### src/rtl/mul_err_sweep.sv
// Exhaustive error-characterisation sweep for an external approximate WIDTHxWIDTH multiplier.
// Drives every operand pair and accumulates error count, error sum and first worst-case error.
module mul_err_sweep #(
    parameter int WIDTH = 8
) (
    input  logic                 clk,
    input  logic                 rst,
    input  logic                 start,
    input  logic                 abort,
    output logic                 busy,
    output logic                 done,
    output logic                 result_valid,
    output logic [WIDTH-1:0]     mul_a,
    output logic [WIDTH-1:0]     mul_b,
    input  logic [2*WIDTH-1:0]   mul_c,
    output logic [2*WIDTH:0]     err_count,
    output logic [4*WIDTH-1:0]   err_sum,
    output logic [2*WIDTH-1:0]   err_max,
    output logic [WIDTH-1:0]     max_a,
    output logic [WIDTH-1:0]     max_b,
    output logic [1:0]           dbg_state
);

    // Handshake: start is a level sampled on a rising edge only while IDLE or DONE;
    // abort is sampled on every edge and wins over start; done is a one-cycle pulse.

    typedef enum logic [1:0] {
        ST_IDLE  = 2'd0,
        ST_RUN   = 2'd1,
        ST_DRAIN = 2'd2,
        ST_DONE  = 2'd3
    } state_t;

    localparam logic [WIDTH-1:0]   ONE_W = 1;
    localparam logic [2*WIDTH:0]   ONE_C = 1;

    state_t                r_state;
    state_t                w_next;
    logic                  w_launch;
    logic                  w_last_pair;

    logic [WIDTH-1:0]      r_mul_a;
    logic [WIDTH-1:0]      r_mul_b;
    logic                  r_result_valid;

    logic                  r_s1_v;
    logic [2*WIDTH-1:0]    r_s1_c;
    logic [2*WIDTH-1:0]    r_s1_p;
    logic [WIDTH-1:0]      r_s1_a;
    logic [WIDTH-1:0]      r_s1_b;
    logic [2*WIDTH-1:0]    w_prod;
    logic [2*WIDTH-1:0]    w_diff;

    logic [2*WIDTH:0]      r_err_count;
    logic [4*WIDTH-1:0]    r_err_sum;
    logic [2*WIDTH-1:0]    r_err_max;
    logic [WIDTH-1:0]      r_max_a;
    logic [WIDTH-1:0]      r_max_b;

    assign w_last_pair = (r_mul_a == {WIDTH{1'b1}}) && (r_mul_b == {WIDTH{1'b1}});

    always_ff @(posedge clk or posedge rst) begin
        if (rst) begin
            r_state <= ST_IDLE;
        end else begin
            r_state <= w_next;
        end
    end

    // DONE behaves like IDLE for start/abort so a new sweep can launch during the done pulse.
    always_comb begin
        w_next   = r_state;
        w_launch = 1'b0;
        case (r_state)
            ST_IDLE, ST_DONE: begin
                w_next = ST_IDLE;
                if (!abort && start) begin
                    w_next   = ST_RUN;
                    w_launch = 1'b1;
                end
            end
            ST_RUN: begin
                if (abort) begin
                    w_next = ST_IDLE;
                end else if (w_last_pair) begin
                    w_next = ST_DRAIN;
                end
            end
            ST_DRAIN: begin
                w_next = abort ? ST_IDLE : ST_DONE;
            end
            default: begin
                w_next = ST_IDLE;
            end
        endcase
    end

    // Operand counter: b is the inner index, a the outer; holds on the final pair.
    always_ff @(posedge clk or posedge rst) begin
        if (rst) begin
            r_mul_a <= '0;
            r_mul_b <= '0;
        end else if (w_launch) begin
            r_mul_a <= '0;
            r_mul_b <= '0;
        end else if (r_state == ST_RUN && !abort && !w_last_pair) begin
            if (r_mul_b == {WIDTH{1'b1}}) begin
                r_mul_b <= '0;
                r_mul_a <= r_mul_a + ONE_W;
            end else begin
                r_mul_b <= r_mul_b + ONE_W;
            end
        end
    end

    always_ff @(posedge clk or posedge rst) begin
        if (rst) begin
            r_result_valid <= 1'b0;
        end else if (abort || w_launch) begin
            r_result_valid <= 1'b0;
        end else if (r_state == ST_DRAIN) begin
            r_result_valid <= 1'b1;
        end
    end

    assign w_prod = {{WIDTH{1'b0}}, r_mul_a} * {{WIDTH{1'b0}}, r_mul_b};

    // Stage 1: capture the multiplier output alongside the exact reference product.
    always_ff @(posedge clk or posedge rst) begin
        if (rst) begin
            r_s1_v <= 1'b0;
            r_s1_c <= '0;
            r_s1_p <= '0;
            r_s1_a <= '0;
            r_s1_b <= '0;
        end else begin
            r_s1_v <= (r_state == ST_RUN) && !abort;
            r_s1_c <= mul_c;
            r_s1_p <= w_prod;
            r_s1_a <= r_mul_a;
            r_s1_b <= r_mul_b;
        end
    end

    assign w_diff = (r_s1_c >= r_s1_p) ? (r_s1_c - r_s1_p) : (r_s1_p - r_s1_c);

    // Stage 2: accumulate; strict compare keeps the earliest pair on ties.
    always_ff @(posedge clk or posedge rst) begin
        if (rst) begin
            r_err_count <= '0;
            r_err_sum   <= '0;
            r_err_max   <= '0;
            r_max_a     <= '0;
            r_max_b     <= '0;
        end else if (w_launch) begin
            r_err_count <= '0;
            r_err_sum   <= '0;
            r_err_max   <= '0;
            r_max_a     <= '0;
            r_max_b     <= '0;
        end else if (r_s1_v && !abort) begin
            if (w_diff != '0) begin
                r_err_count <= r_err_count + ONE_C;
                r_err_sum   <= r_err_sum + {{(2*WIDTH){1'b0}}, w_diff};
            end
            if (w_diff > r_err_max) begin
                r_err_max <= w_diff;
                r_max_a   <= r_s1_a;
                r_max_b   <= r_s1_b;
            end
        end
    end

    assign busy         = (r_state == ST_RUN) || (r_state == ST_DRAIN);
    assign done         = (r_state == ST_DONE);
    assign result_valid = r_result_valid;
    assign mul_a        = r_mul_a;
    assign mul_b        = r_mul_b;
    assign err_count    = r_err_count;
    assign err_sum      = r_err_sum;
    assign err_max      = r_err_max;
    assign max_a        = r_max_a;
    assign max_b        = r_max_b;
    assign dbg_state    = r_state;

endmodule

### config.mk
export PLATFORM = sky130hd
export DESIGN_NAME = mul_err_sweep
export DESIGN_NICKNAME = d
export VERILOG_FILES = /design/src/rtl/mul_err_sweep.sv
export SDC_FILE = /design/constraint.sdc
export NUM_CORES = 1
export LEC_CHECK = 0
export ABC_AREA = 1
export CAP_MARGIN = 20
export CORE_ASPECT_RATIO = 0.5
export CORE_MARGIN = 2
export CORE_UTILIZATION = 45
export CTS_BUF_LIST = sky130_fd_sc_hd__clkbuf_8
export CTS_CLUSTER_DIAMETER = 40
export DETAILED_ROUTE_END_ITERATION = 6
export GPL_ROUTABILITY_DRIVEN = 0
export GPL_TIMING_DRIVEN = 0
export PLACE_DENSITY = 0.66
export SLEW_MARGIN = 20
export SYNTH_ARGS = -nofsm -noshare
export SYNTH_HDL_FRONTEND = slang
export SYNTH_SLANG_ARGS = --single-unit
### constraint.sdc
create_clock -name clk -period 5.75 [get_ports clk]
set_input_delay 0.575 -clock clk [delete_from_list [all_inputs] [get_ports clk]]
set_output_delay 0.575 -clock clk [all_outputs]
set_load 0.02 [all_outputs]
==> results of run 1 <==
==> state kept, by name, summed over array words and instances, names as in the netlist <==
| signal | count |
|---|---|
| err_sum | 32 |
| err_count | 17 |
| err_max | 16 |
| r_s1_c | 16 |
| r_s1_p | 16 |
| max_a | 8 |
| max_b | 8 |
| mul_a | 8 |
| mul_b | 8 |
| r_s1_a | 8 |
| r_s1_b | 8 |
| dbg_state | 2 |
| r_s1_v | 1 |
| result_valid | 1 |
==> cell families (layout without fill, tap and decap cells) <==
kind of cell,after synthesis,after routing,synth area share
buffers and inverters,324,477,0.106
AOI/OAI and AO/OA,180,180,0.0897
xor gates and xnor gates,33,33,0.0245
adders and majority gates,148,148,0.182
and+or+nand+nor,791,791,0.280
DFF,149,149,0.317
==> worst max-delay path by stage <==
| stage | slack (ps) | start | cells after the start | to |
|---|---|---|---|---|
| global placement | -1040 | rst | 2 | r_s1_p[10]$_DFF_PP0_ |
| finish | 700 | r_s1_c[0]$_DFF_PP0_ | 22 | max_b[4]$_DFFE_PP0P_ |
| detailed placement | 730 | r_s1_c[0]$_DFF_PP0_ | 22 | max_b[2]$_DFFE_PP0P_ |
| global route | 200 | r_s1_c[0]$_DFF_PP0_ | 22 | max_b[6]$_DFFE_PP0P_ |
| CTS | 700 | r_s1_c[0]$_DFF_PP0_ | 22 | max_b[4]$_DFFE_PP0P_ |
| floorplan | 1170 | rst | 1 | dbg_state[0]$_DFFE_PP0P_ |
==> through the flow <==
step	instance area [um^2]	utilization	worst slack [ps]
floorplan	11800	-	1170
global placement	13400	0.527	-1040
detailed placement	13500	0.529	728
CTS	13800	0.544	704
global route	13800	0.544	204
finish	13800	0.544	702
==> Yosys cell counts (2+ instances only) <==
cell type | instances | area [um^2]
clkbuf_1 | 35 | 131
nand2_4 | 2 | 22.5
o21bai_1 | 7 | 52.6
nand2_2 | 3 | 18.8
nand3_1 | 126 | 631
nand4_1 | 19 | 119
nor3b_1 | 4 | 30.0
a21oi_1 | 79 | 395
a21o_1 | 5 | 37.5
nor3_1 | 27 | 135
o21ai_0 | 46 | 230
nor4_1 | 5 | 31.3
buf_2 | 6 | 30.0
ha_1 | 109 | 1360
and3_1 | 2 | 12.5
fa_1 | 39 | 781
nor2_4 | 2 | 22.5
xnor2_1 | 12 | 105
o22ai_1 | 14 | 87.6
nor2_1 | 116 | 435
clkinv_1 | 2 | 7.51
nand2_1 | 478 | 1790
a21oi_2 | 2 | 17.5
dfrtp_1 | 149 | 3730
inv_1 | 276 | 1040
and2_1 | 3 | 18.8
o21a_1 | 3 | 22.5
a22o_1 | 16 | 140
xor2_1 | 21 | 184
buf_6 | 4 | 45.0
==> metal layers <==
metal | part of all wire | vias up | routed length (um) | GRT usage
li1 | - | 5424 | - | -
met1 | 0.48 | 5027 | 14600 | 0.336
met2 | 0.46 | 272 | 13900 | 0.369
met3 | 0.051 | 31 | 1570 | 0.0386
met4 | 0.014 | 0 | 429 | 0.0601
met5 | 0 | - | 0 | 0
==> layout by cell type (no fill, tap or decap), types with 3 or more instances in the layout <==
master           instances
nor3_1                  27
a21oi_1                 79
o22ai_1                 14
nor4_1                   5
nand2_2                  3
nand4_1                 19
and2_1                   3
a22o_1                  16
dfrtp_1                149
o21ai_0                 46
xnor2_1                 12
clkdlybuf4s50_1        121
buf_2                    6
nor2_1                 116
xor2_1                  21
nand2_1                478
o21a_1                   3
fa_1                    39
nand3_1                126
clkbuf_1                35
a21o_1                   5
inv_1                  277
clkinvlp_4               4
nor3b_1                  4
inv_6                    3
o21bai_1                 7
clkbuf_8                19
ha_1                   109
buf_6                    4
==> final cells by class <==
| class | count | area, um^2 |
|---|---|---|
| well taps | 344 | 430 |
| fillers | 2510 | 11600 |
| repair buffers | 122 | 1240 |
| flip-flops and latches | 149 | 3730 |
| inverters | 279 | 1050 |
| clock inverters | 12 | 129 |
| clock buffers | 19 | 262 |
| multi-input cells | 1152 | 6790 |
| plain buffers | 45 | 206 |
==> power breakdown <==
part           total, uW  internal (uW)  switching (uW)
Combinational       2320            882            1440
Clock                832            405             427
Sequential          1400           1230             174
==> impl_metrics.tcl, run 1 <==
set metrics [dict create \
    maxSlewViolCount 0 \
    clock-sinks 149 \
    cp.arrival_ps 5480 \
    postCtsSetupRepairBufs 0 \
    drtIter0Drc 888 \
    synthToLayoutAreaGrowth_pct 17.6 \
    vias 10800 \
    grt_max_degree 90 \
    final_layout_size_suffix_gt1_frac 0.0309 \
    cts_resized 0 \
    stdcell_count 2122 \
    setup_viol_count_final 0 \
    worst_path_max_delay_cell "o21ai_0" \
    core_mm2 0.0254 \
    hold_viol 0 \
    synth_seq_area_share 0.317 \
    postSynthAreaPerCell_um2 7.25 \
    clk_latency_ps 490 \
    htreeDepth 4 \
    min_to "r_s1_a[6]$_DFF_PP0_" \
    start_util 0.463 \
    crit_chain "inv_1 > ha_1 > inv_1 > fa_1 > nand3_1 > nand3_1 > nand2_1 > nand3_2 > nand2_4 > nand2_4 > o21ai_0 > ha_1 > nand2_1 > o21a_1 > o21ai_0 > nand3_1 > nand3_1 > nand2_1 > nor2_1 > clkbuf_1 > clkbuf_1 > a22o_1" \
    ant_nets 0 \
    fin_nets 1934 \
    yosysUniqueCellTypes 43 \
    ys_seq_elements 149 \
    vias_per_cell 5.07 \
    tritoncts "built" \
    finClkSkew_ps 16.6 \
    wl_um 30600 \
    io_buffers 121 \
    antenna_found_initial 0 \
    clockBufferDepth 2 \
    route.detailed.drc 0 \
    slew_headroom 0.292 \
    rr_worst_depth 22 \
    hold_start "mul_a[6]$_DFFE_PP0P_" \
    first_pass_iters 5 \
    dp.cells 2091 \
    pwr_density_cell_mw_per_mm2 329 \
    tightest_slew_ps 1050 \
    clk_pin_slew_ps 80 \
    wl_per_cell_um 14.4 \
    fmax_ghz 0.198 \
    syn_area_mm2 0.0118 \
    synth_edf_count 0 \
    ctsHoldBuffers 0 \
    vdd_drop_max_uv 158 \
    grt_pass1_vias 10200 \
    rr_startpoint "r_s1_c[0]$_DFF_PP0_" \
    crit_top_cell "nand3_1" \
    ios 122 \
    critPathBufInv 4 \
    layout_min_cycle_time_ps 5050 \
    critPathMaxFanout 10 \
    std_cell_rows 41 \
    hpwl_um 23900 \
    finalSetupTns_ps 0 \
    grt.total_usage 0.235 \
    yosys_warnings 0 \
    syn_nets 1793 \
    power_uw 4560 \
    hp-class "flip-flop to flip-flop" \
    gr-total-overflow 0 \
    r2r_slack_ps 700 \
    status "completed" \
    synth_cells 1625 \
    crit_path_max_incr_delay_ps 850 \
    crit_type "flip-flop to flip-flop" \
    cts-buffers-inserted 17 \
    whs_ps 416 \
    clockRootBuffer "clkbuf_8" \
    start_kind "flip-flop" \
    crit_family "compound AO/OA/AOI/OAI gates" \
    worst-endpoint-required_ps 6180 \
    grt_pass1_wl_um 51700 \
    synth_ff_type "dfrtp_1" \
    dieHeight_um 118 \
    ys_async_sr_fraction 1.00 \
    rsz0062_at_grt "no" \
    fp.dieArea_mm2 0.0276 \
    r2r_end "max_b[4]$_DFFE_PP0P_" \
    p_leak_uw 0.00728 \
    hold_path_depth 0 \
    die_x_um 233 \
    drv_cap 0 \
    n_antenna_cell 0 \
    period_share 0.878 \
    endpoint_kind "flip-flop" \
]
No activity file was read; power rests on OpenSTA's default activity.
==> run 2, diff against run 1 <==
- ABC_CLOCK_PERIOD_IN_PS: default -> 5750
- REMOVE_ABC_BUFFERS: default -> 1
==> run 2 against run 1 <==
Net effect: via count is 0.17% lower; clock power is 2.5% lower; clock skew hardly changed; die area stayed put; sequential share of layout area is 0.36 points higher; global-route usage is 0.58 points lower; clock-buffer cell count is 1 lower; wire length is 0.29% lower; critical path depth is 1 lower; hold slack better by 62 ps; register-to-register slack worse by 210 ps; flip-flop and latch count stayed put; critical path type unchanged.
==> impl_metrics.tcl, run 2 (same netlist as run 1, synthesis figures left out) <==
set metrics [dict create \
    hp-class "flip-flop to flip-flop" \
    grt_pass1_wl_um 50900 \
    postCtsSetupRepairBufs 0 \
    hold_viol 0 \
    stdcell_count 2078 \
    hpwl_um 23100 \
    htreeDepth 4 \
    fp.dieArea_mm2 0.0276 \
    dp.cells 2047 \
    n_antenna_cell 0 \
    clk_latency_ps 480 \
    final_area_mm2 0.0137 \
    pwr_density_cell_mw_per_mm2 333 \
    io_buffers 121 \
    ant_nets 0 \
    worst-endpoint-required_ps 6120 \
    cts-buffers-inserted 17 \
    clk_pin_slew_ps 90 \
    cp.arrival_ps 5630 \
    maxSlewViolCount 0 \
    vdd_drop_max_uv 153 \
    core_mm2 0.0254 \
    die_x_um 233 \
    drv_cap 0 \
    largest_register_ffs 32 \
    ctsHoldBuffers 0 \
    gr-total-overflow 0 \
    p_comb_frac 0.499 \
    std_cell_rows 41 \
    layout_commonest_cell "nand2_1" \
    tritoncts "built" \
    finClkSkew_ps 16.5 \
    finalSetupTns_ps 0 \
    vias_per_cell 5.17 \
    dpl_cell_area_mm2 0.0133 \
    setup_viol_count_final 0 \
    power.share.sequential 0.323 \
    vias 10700 \
    p_leak_uw 0.00721 \
    final_cell_mix "nand2_1 (477), inv_1 (278), dfrtp_1 (149), nand3_1 (125), clkdlybuf4s50_1 (121)" \
    status "completed" \
    grt_pass1_vias 10200 \
    cts_resized 0 \
    clockBufferDepth 2 \
    rsz0062_at_grt "no" \
    grt.total_usage 0.229 \
    layout_min_cycle_time_ps 5260 \
    slew_headroom 0.323 \
    drtIter0Drc 940 \
    p_switching_uw 2060 \
    ios 122 \
    fin_nets 1890 \
    intPower_uw 2490 \
    utilization 0.537 \
    crit_type "flip-flop to flip-flop" \
    antenna_found_initial 0 \
    final_layout_size_suffix_gt1_frac 0.0283 \
    clockRootBuffer "clkbuf_8" \
    route.detailed.drc 0 \
    clock-sinks 149 \
    synthToLayoutAreaGrowth_pct 16.0 \
    grt_max_degree 90 \
    endpoint_kind "flip-flop" \
    wl_um 30500 \
    dieHeight_um 118 \
    start_kind "flip-flop" \
    clkPwrFrac 0.179 \
    fmax_ghz 0.190 \
    swShare 0.453 \
    start_util 0.463 \
    critPathMaxFanout 17 \
    period_share 0.915 \
    tightest_slew_ps 1010 \
    wl_per_cell_um 14.7 \
    first_pass_iters 5 \
    power_uw 4540 \
]
[run 2: cell types whose count changed in the layout (fill, tap and decap cells not counted), moves of 2 or more]
cell and change:
clkinvlp_4 -2, clkinv_4 +2, buf_6 -4, buf_2 -6, clkbuf_1 -35
[run 2: power groups by stage]
stage	Clock (uW)	Sequential [uW]	Combinational, uW
global placement	0	1480	2170
global route	879	1490	2520
floorplan	0	1580	1350
finish	811	1470	2270
detailed placement	0	1490	2240
CTS	833	1470	2250
[run 2: final timing paths]
check	from	to	slack [ps]	cells after the start
max	r_s1_c[0]$_DFF_PP0_	max_a[3]$_DFFE_PP0P_	490	21
min	r_s1_a[0]$_DFF_PP0_	max_a[0]$_DFFE_PP0P_	480	1
max reg2reg	r_s1_c[0]$_DFF_PP0_	max_a[3]$_DFFE_PP0P_	490	21
min reg2reg	r_s1_a[0]$_DFF_PP0_	max_a[0]$_DFFE_PP0P_	480	1
max in group asynchronous	rst	r_s1_c[8]$_DFF_PP0_	4450	3
min in group asynchronous	rst	max_b[6]$_DFFE_PP0P_	510	2
[run 2: cell type report]
class                           instances  area, um^2
Sequential cell                       149        3730
Inverter                              279        1060
Clock buffer                           18         248
Timing Repair Buffer                  123        1260
Multi-Input combinational cell       1152        6800
Fill cell                            2448       11800
Tap cell                              344         430
Clock inverter                         13         135
[run 2: stage by stage]
step                      hold WS (ps)  setup slack [ps]
final                              478               488
after global routing               491               127
after CTS                          482               548
after detailed placement           464               559
after global placement             461              -806
after floorplan                    456              1170
[run 2: worst max-delay path: stages (launching register included)]
cell,delay (ps)
dfrtp_1,390
inv_1,70
ha_1,140
inv_1,90
fa_1,490
nand3_1,110
nand3_1,150
nand2_1,160
nand3_2,110
nand2_4,150
nand2_4,160
o21ai_0,790
ha_1,230
nand2_1,70
o21a_1,180
o21ai_0,160
nand3_1,80
nand3_1,90
nand2_1,70
nand2_1,430
clkinv_1,650
a22o_1,360
[run 2: per-layer routing]
metal / share of wire / vias to the layer above / GRT usage / wire, um
li1: - / 5316 / - / -
met1: 0.46 / 5100 / 0.318 / 14100
met2: 0.48 / 291 / 0.374 / 14500
met3: 0.050 / 29 / 0.0415 / 1520
met4: 0.012 / 0 / 0.0486 / 353
met5: 0 / - / 0 / 0
==> run 3, diff against run 2 <==
- SETUP_SLACK_MARGIN: default -> 0.02
==> results of run 3 <==
Final layout, timing and power as in run 2 (identical DEF).
